==> src/rtl/mux4x1_rr_arbiter_pkg.sv <==
// Shared definitions for the round-robin front end of the 4:1 bit mux:
// state encodings, requester count, select width and the RR search helper.
package mux4x1_rr_arbiter_pkg;

    localparam int NUM_REQ = 4;
    localparam int SEL_W   = 2;

    typedef enum logic {
        ARB_IDLE  = 1'b0,
        ARB_GRANT = 1'b1
    } arb_state_t;

    // Result of a round-robin search: whether anyone requests, and who wins.
    typedef struct packed {
        logic             found;
        logic [SEL_W-1:0] idx;
    } pick_t;

    // First requester found scanning start, start+1, start+2, start+3 (mod 4).
    // The scan runs from the farthest offset down so the nearest hit wins.
    function automatic pick_t rr_pick(input logic [NUM_REQ-1:0] req,
                                      input logic [SEL_W-1:0]   start);
        pick_t            p;
        logic [SEL_W-1:0] idx;
        p.found = 1'b0;
        p.idx   = start;
        for (int k = NUM_REQ - 1; k >= 0; k--) begin
            idx = start + SEL_W'(k);
            if (req[idx]) begin
                p.found = 1'b1;
                p.idx   = idx;
            end
        end
        return p;
    endfunction

    // One-hot grant vector for a requester index.
    function automatic logic [NUM_REQ-1:0] onehot(input logic [SEL_W-1:0] idx);
        return NUM_REQ'(1) << idx;
    endfunction

endpackage

==> src/rtl/mux4x1_rr_arbiter_mux.sv <==
// Existing gate-level 4:1 bit multiplexer: y = din[sel].
module mux4x1 (
    input  logic [1:0] sel,
    input  logic [3:0] din,
    output logic       y
);

    logic s0_n, s1_n;
    logic t0, t1, t2, t3;

    not u_n0 (s0_n, sel[0]);
    not u_n1 (s1_n, sel[1]);

    and u_a0 (t0, din[0], s0_n,   s1_n);
    and u_a1 (t1, din[1], sel[0], s1_n);
    and u_a2 (t2, din[2], s0_n,   sel[1]);
    and u_a3 (t3, din[3], sel[0], sel[1]);

    or  u_o  (y, t0, t1, t2, t3);

endmodule

==> src/rtl/mux4x1_rr_arbiter.sv <==
// Round-robin arbiter sharing one 4:1 bit mux among four requesters.
// A grant lasts until its owner drops req or MAX_HOLD cycles elapse; the
// released owner becomes lowest priority for the next search.
// Optional feature: define RR_ARB_LOCK_EN to add a lock input that
// suppresses the hold timeout while the owner keeps requesting.
module mux4x1_rr_arbiter
    import mux4x1_rr_arbiter_pkg::*;
#(
    parameter int MAX_HOLD = 8,   // legal range 1 .. 2**CNT_W
    parameter int CNT_W    = 3
) (
    input  logic               clk,
    input  logic               rst_n,
    input  logic [NUM_REQ-1:0] req,
    input  logic [NUM_REQ-1:0] din,
`ifdef RR_ARB_LOCK_EN
    input  logic               lock,
`endif
    output logic [NUM_REQ-1:0] gnt,
    output logic [SEL_W-1:0]   sel,
    output logic               valid,
    output logic               dout
);

    localparam logic [CNT_W-1:0] HOLD_LAST = CNT_W'(MAX_HOLD - 1);

    arb_state_t       state;
    logic [SEL_W-1:0] ptr;
    logic [CNT_W-1:0] hold_cnt;

    pick_t pick_idle;   // search from the rotating pointer (leaving IDLE)
    pick_t pick_next;   // search starting just past the current owner
    logic  lock_hold;
    logic  owner_req;
    logic  timeout;
    logic  rel_grant;
    logic  raw_bit;

`ifdef RR_ARB_LOCK_EN
    assign lock_hold = lock;
`else
    assign lock_hold = 1'b0;
`endif

    assign pick_idle = rr_pick(req, ptr);
    assign pick_next = rr_pick(req, sel + SEL_W'(1));
    assign owner_req = req[sel];
    // A held lock only matters while the owner still requests.
    assign timeout   = (hold_cnt == HOLD_LAST) && !(lock_hold && owner_req);
    assign rel_grant = !owner_req || timeout;

    // Arbitration FSM with registered grant, select and valid.
    // NOTE: sequential state uses non-blocking assignments so every register
    // samples the pre-edge values of the others, independent of statement order.
    always_ff @(posedge clk or negedge rst_n) begin
        if (!rst_n) begin
            state    <= ARB_IDLE;
            ptr      <= '0;
            hold_cnt <= '0;
            gnt      <= '0;
            sel      <= '0;
            valid    <= 1'b0;
        end else begin
            case (state)
                ARB_IDLE: begin
                    if (pick_idle.found) begin
                        state    <= ARB_GRANT;
                        sel      <= pick_idle.idx;
                        gnt      <= onehot(pick_idle.idx);
                        valid    <= 1'b1;
                        hold_cnt <= '0;
                    end
                end
                ARB_GRANT: begin
                    if (rel_grant) begin
                        ptr      <= sel + SEL_W'(1);
                        hold_cnt <= '0;
                        if (pick_next.found) begin
                            sel <= pick_next.idx;
                            gnt <= onehot(pick_next.idx);
                        end else begin
                            state <= ARB_IDLE;
                            sel   <= '0;
                            gnt   <= '0;
                            valid <= 1'b0;
                        end
                    end else if (hold_cnt != HOLD_LAST) begin
                        // Saturates at HOLD_LAST while a lock defers the timeout.
                        hold_cnt <= hold_cnt + CNT_W'(1);
                    end
                end
                default: begin
                    state <= ARB_IDLE;
                    sel   <= '0;
                    gnt   <= '0;
                    valid <= 1'b0;
                end
            endcase
        end
    end

    mux4x1 u_mux (
        .sel (sel),
        .din (din),
        .y   (raw_bit)
    );

    assign dout = raw_bit & valid;

endmodule

==> config.mk <==
export PLATFORM = sky130hd
export DESIGN_NAME = mux4x1_rr_arbiter
export DESIGN_NICKNAME = d
export VERILOG_FILES = /design/src/rtl/mux4x1_rr_arbiter_pkg.sv /design/src/rtl/mux4x1_rr_arbiter_mux.sv /design/src/rtl/mux4x1_rr_arbiter.sv
export SDC_FILE = /design/constraint.sdc
export NUM_CORES = 1
export LEC_CHECK = 0
export CAP_MARGIN = 20
export CORE_AREA = 2 2 44 46
export DETAILED_ROUTE_END_ITERATION = 6
export DIE_AREA = 0 0 46 48
export PLACE_DENSITY = 0.79
export REMOVE_ABC_BUFFERS = 1
export SYNTH_ARGS = -nofsm -noshare
export SYNTH_HDL_FRONTEND = slang
export SYNTH_SLANG_ARGS = --single-unit
==> constraint.sdc <==
create_clock -name clk -period 3 [get_ports clk]
set_input_delay 0.3 -clock clk [delete_from_list [all_inputs] [get_ports clk]]
set_output_delay 0.3 -clock clk [all_outputs]
set_load 0.005 [all_outputs]
Yosys cells after proc, flatten, opt, wreduce, memory -nomap -nowiden
Cells that the tools add are included.
{"block": "totals", "input_bits": 10, "reg_bits": 13}
{"block": "op_classes", "reduce_logical": 11, "add_sub_neg": 8, "mux": 46, "eq_ne": 6, "n_shift": 2, "bitwise_logic": 4, "magnitude_cmp": 9}
{"cell": "two-way mux 3 bit", "count": 11}
{"cell": "less-than comparator 2 x 3 -> 1 bit (second input constant)", "count": 9}
{"cell": "binary-select mux 1 bit (select 2 bit)", "count": 9}
{"cell": "two-way mux 1 bit", "count": 15}
{"cell": "AND reduction 3 bit", "count": 5}
{"cell": "two-way mux 4 bit", "count": 3}
{"cell": "adder 2 bit (second input constant)", "count": 4}
{"cell": "one-hot mux 4 bit (2 select lines)", "count": 1}
{"cell": "left shift 1 x 2 -> 4 bit (first input constant)", "count": 2}
{"cell": "adder 2 x 1 -> 2 bit (second input constant)", "count": 3}
{"cell": "two-way mux 2 bit", "count": 3}
{"cell": "one-hot mux 3 bit (2 select lines)", "count": 1}
{"cell": "AND reduction 2 bit", "count": 3}
{"cell": "inequality test 2 bit (second input constant)", "count": 2}
{"cell": "one-hot mux 1 bit (2 select lines)", "count": 2}
{"cell": "one-hot mux 2 bit (2 select lines)", "count": 1}
{"cell": "OR reduction 4 bit", "count": 1}
{"cell": "adder 3 x 1 -> 3 bit (second input constant)", "count": 1}
{"cell": "equality test 3 bit (second input constant)", "count": 1}
{"cell": "inequality test 3 x 1 -> 1 bit (second input constant)", "count": 1}
{"cell": "inequality test 3 bit (second input constant)", "count": 1}
{"cell": "inverter 1 bit", "count": 3}
{"cell": "inequality test 2 x 1 -> 1 bit (second input constant)", "count": 1}
{"cell": "AND 1 bit", "count": 1}
{"cell": "2 further kinds", "count": 2}

Longest topological paths before layout
{"block": "depth", "word_depth": 12, "depth_mapped": 8, "mapped_depth_nobuf": 7}

By module
A second synthesis with hierarchy kept.
{"block": "hier_totals", "hier_cells": 98, "area_unflattened_um2": 952.2}
{"mod": "mux4x1_rr_arbiter", "instances": 1, "area_per_inst_um2": 929.6, "cells_each": 97}
{"mod": "mux4x1", "instances": 1, "area_per_inst_um2": 22.5, "cells_each": 1}

Worst setup path before layout
No wires, ideal clock.
{"block": "synth_timing", "kind": "register to register", "start": "register sel[1]", "end": "register sel[0]", "setup_slack_ns": 1.268, "period_less_slack_ns": 1.732, "arrival_time_ns": 1.610, "required_ns": 2.878, "path_stages_with_launch": 8, "setup_ns": 0.122, "n_path_buf": 2, "cell_sequence": "dfrtp_1 -> buf_6 -> mux4_2 -> and3_4 -> nor2_4 -> buf_6 -> inv_2 -> a32o_1"}
{"block": "synth_between", "elab_chain_cells": 11, "elab_cells_between_ends": 25, "cone_classes": "add/sub (4); eq/ne (1); mux (17); reduce/logical (3)"}
{"element": "start, declared", "line": "mux4x1_rr_arbiter.sv:20", "text": "output logic [SEL_W-1:0] sel,"}
{"element": "start signal, assigned", "line": "mux4x1_rr_arbiter.sv:68", "text": "sel <= pick_idle.idx;"}
{"element": "start signal, assigned", "line": "mux4x1_rr_arbiter.sv:79", "text": "sel <= pick_next.idx;"}
{"element": "adder 2 x 1 -> 2 bit", "line": "mux4x1_rr_arbiter.sv:46", "text": "assign pick_next = rr_pick(req, sel + SEL_W'(1));"}
{"element": "adder 2 bit", "line": "mux4x1_rr_arbiter_pkg.sv:28", "text": "idx = start + SEL_W'(k);"}
{"element": "binary-select mux 1 bit (select 2 bit)", "line": "mux4x1_rr_arbiter_pkg.sv:29", "text": "if (req[idx]) begin"}
{"element": "two-way mux 1 bit (not written as such)", "line": "mux4x1_rr_arbiter_pkg.sv:29"}
{"element": "two-way mux 3 bit (4 in series)", "line": "mux4x1_rr_arbiter_pkg.sv:29"}
{"element": "two-way mux 2 bit", "line": "mux4x1_rr_arbiter.sv:78", "text": "if (pick_next.found) begin"}
{"element": "two-way mux 2 bit", "line": "mux4x1_rr_arbiter.sv:75", "text": "if (rel_grant) begin"}
{"element": "one-hot mux 2 bit (2 select lines)", "line": "mux4x1_rr_arbiter.sv:64", "text": "case (state)"}
Parallel ways exist; a longest one is shown, timed or not. The select of a mux whose other input is x is not followed.
A chain may end at the register's enable or synchronous reset.

Final worst setup path
{"block": "layout_timing", "start": "register sel[0]", "end": "output port dout"}
{"block": "layout_between", "elab_chain_cells": 4, "elab_cells_between_ends": 7, "cone_classes": "bitwise (2); reduce/logical (5)"}
{"element": "inverter 1 bit", "line": "mux4x1_rr_arbiter_mux.sv:11", "text": "not u_n0 (s0_n, sel[0]);"}
{"element": "AND reduction 3 bit (on tied branches)", "line": "mux4x1_rr_arbiter_mux.sv:16, mux4x1_rr_arbiter_mux.sv:14"}
{"element": "OR reduction 4 bit *", "line": "mux4x1_rr_arbiter_mux.sv:19", "text": "or u_o (y, t0, t1, t2, t3);"}
{"element": "AND 1 bit *", "line": "mux4x1_rr_arbiter.sv:108", "text": "assign dout = raw_bit & valid;"}
{"element": "end, declared", "line": "mux4x1_rr_arbiter.sv:22", "text": "output logic dout"}
Mark *: on every way between the ends. The rest lies on a longest branch, timed or not.

==> impl_metrics.json <==
{
  "grt_pass1_wl_um": 2930,
  "rsz0062_at_grt": "false",
  "die_y_um": 48,
  "ir_drop_mv": 0.503,
  "slowest_delay_ns": 0.58,
  "status": "complete, no violations",
  "first_global_vias": 694,
  "synth-edff-count": 0,
  "synth.avg_cell_area_um2": 9.48,
  "drtAntennaViolNets": 0,
  "worstMarginPinSlew_ns": 0.603,
  "finalClockSkew_ns": 0.00621,
  "yosysWarningCount": 0,
  "cellPowerDensity_mw_per_mm2": 918,
  "hold_path.class": "input pin to async pin",
  "dieArea_mm2": 0.00221,
  "cap_violations": 0,
  "place.detailed.hpwl_um": 1320,
  "crit_family": "flip-flops",
  "worstPathArrival_ns": 2.00,
  "antenna_found_initial": 0,
  "hold_slack_ns": 0.388,
  "crit_buf_inv": 1,
  "dpl.cell_count": 120,
  "p_int_mw": 0.589,
  "cts.path.max_buffers": 2,
  "cts_tree": "done",
  "start_util_pct": 51.6,
  "setup_viol": 0,
  "layout.cells.non_filler": 124,
  "die_w_um": 46,
  "tns_ns": 0,
  "synth_area_um2": 872,
  "leakage_nw": 0.437,
  "cts.clk_slew.worst_paths_ns": 0.08,
  "cts_setup_buffers": 0,
  "finalMaxSlewViolations": 0,
  "wl_um": 1760,
  "port_buffers": 17,
  "drt-initial-drc-count": 29,
  "final_common_cell": "clkdlybuf4s50_1",
  "nets": 120,
  "cp_slowest_cell": "dfrtp_1",
  "post_cts_resized": 0,
  "cp_data_required_time_ns": 2.70,
  "clk_latency_ns": 0.29,
  "power_frac_comb_pct": 52.5,
  "ys.flop_type": "dfrtp_1",
  "drive_above_1_share_pct": 10.3,
  "dr.pass1.iters": 4,
  "route.detailed.drc": 0,
  "clock_sinks": 13,
  "vias_per_cell": 5.98,
  "cts_made_buffers": 3,
  "async_reset_ff_share_pct": 100,
  "num_vias": 741,
  "endpoint_kind": "primary output",
  "n_antenna_cell": 0,
  "rrSetupSlack_ns": 1.08,
  "path_class": "flip-flop to primary output",
  "cp-start-kind": "flip-flop",
  "syn_to_final_growth_pct": 19.4,
  "slew-limit-headroom_pct": 59.7,
  "synth_seq_cells": 13,
  "clock-root-buffer": "clkbuf_4",
  "ioPinCount": 18,
  "total_power_mw": 0.956,
  "path_cells": "mux4_2, and2_1, clkdlybuf4s50_1",
  "yosys.area.top_type": "dfrtp_1",
  "seq_power_share_pct": 35.7,
  "hold_buffers": 0,
  "yosysTopAreaCellShare_pct": 37.3,
  "overflow": 0,
  "htreeDepth": 1,
  "switchingPower_mw": 0.367,
  "period_minus_slack_ns": 2.30,
  "final_cell_mix": "clkdlybuf4s50_1 (17), dfrtp_1 (13), nor2_1 (8), inv_1 (7), a21oi_1 (5)",
  "gr-usage-all-layers_pct": 19.2,
  "hold_viol": 0,
  "swShare_pct": 38.4,
  "grt_max_degree": 14,
  "rows": 15,
  "ys_seq_area_share_pct": 37.3,
  "synth_area_leaders": "dfrtp_1 (37%), mux4_2 (5.2%), buf_6 (3.9%), nor2_1 (3.4%), inv_1 (3.0%)",
  "core_area_mm2": 0.00169,
  "gp_congestion": 0.826,
  "wl_per_cell_um": 14.2,
  "syn_inst": 92,
  "synth_cell_types": 35,
  "period_share_pct": 76.6,
  "cp_max_fo": 10,
  "clkPwrFrac_pct": 11.7,
  "fillers": 152,
  "clock.fmax_mhz": 435
}
[per-stage QoR]
step	utilization (%)	setup WS, ns	area (µm²)
2_1_floorplan	-	1.25	823
6_report	61.6	0.701	1040
3_5_place_dp	60.1	0.777	1010
3_3_place_gp	60.1	0.790	1010
4_1_cts	61.6	0.683	1040
5_1_grt	61.6	0.620	1040
[routing by layer]
layer	GRT usage, %	up-vias	wire length [µm]
met2	33.1	28	834
met4	9.14	0	40
met3	3.40	7	71
met5	0	-	0
li1	-	366	-
met1	23.1	340	818
[Yosys cell counts, types with 2 or more instances]
cell type,instances
nor2_4,2
inv_1,7
a21oi_1,5
mux2i_1,2
nand3_1,3
buf_2,3
ha_1,2
nand2_1,4
nand2b_1,4
nor3_1,2
mux4_2,2
buf_6,3
a22oi_1,3
o21ai_0,4
nor2_1,8
a31oi_1,4
a22o_1,2
dfrtp_1,13
o221ai_1,3
[power groups by stage]
stage	Sequential [mW]	Clock [mW]	Combinational (mW)
6_report	0.342	0.112	0.502
5_1_grt	0.354	0.125	0.562
4_1_cts	0.342	0.113	0.505
3_5_place_dp	0.346	0	0.499
3_3_place_gp	0.344	0	0.489
2_1_floorplan	0.329	0	0.317
[cells by family (layout without fill, tap and decap cells)]
| group | count (synthesis) | after routing | share of synthesized area (%) |
|---|---|---|---|
| muxes | 5 | 5 | 8.75 |
| buffers and inverters | 14 | 29 | 9.04 |
| DFF | 13 | 13 | 37.3 |
| adders and majority gates | 2 | 2 | 2.87 |
| xor gates and xnor gates | 1 | 1 | 1.00 |
| and+or+nand+nor | 30 | 30 | 19.8 |
| AOI/OAI and AO/OA | 27 | 27 | 21.2 |
[sequential cells by signal, summed over array words and instances (netlist names)]
signal	flops
hold_cnt	3
ptr	2
valid	1
gnt	4
sel	2
state	1
[worst paths after layout]
check	startpoint	endpoint	cells after the start
hold / removal	rst_n	hold_cnt[1]$_DFFE_PN0P_	1
min in group clk	hold_cnt[0]$_DFFE_PN0P_	hold_cnt[0]$_DFFE_PN0P_	1
setup / recovery	sel[0]$_DFFE_PN0P_	dout	3
hold reg to reg	hold_cnt[0]$_DFFE_PN0P_	hold_cnt[0]$_DFFE_PN0P_	1
setup reg to reg	sel[1]$_DFFE_PN0P_	ptr[1]$_DFFE_PN0P_	3
max in group asynchronous	rst_n	ptr[0]$_DFFE_PN0P_	1
[worst register-to-register path, delay by kind of cell (launching register included)]
kind | cells | cell delay [ns]
mux | 2 | 0.95
compound gates | 1 | 0.36
flops | 1 | 0.50
[layout make-up]
cell class / count / area, µm² / share of cell area [%]
clock buffers: 4 / 26.3 / 2.52
inverters: 8 / 30.0 / 2.88
multi-input cells: 65 / 468 / 45.0
flip-flops and latches: 13 / 325 / 31.2
well taps: 17 / 21.3 / 2.04
repair buffers: 17 / 170 / 16.3
No activity file was read; power rests on OpenSTA's default activity.
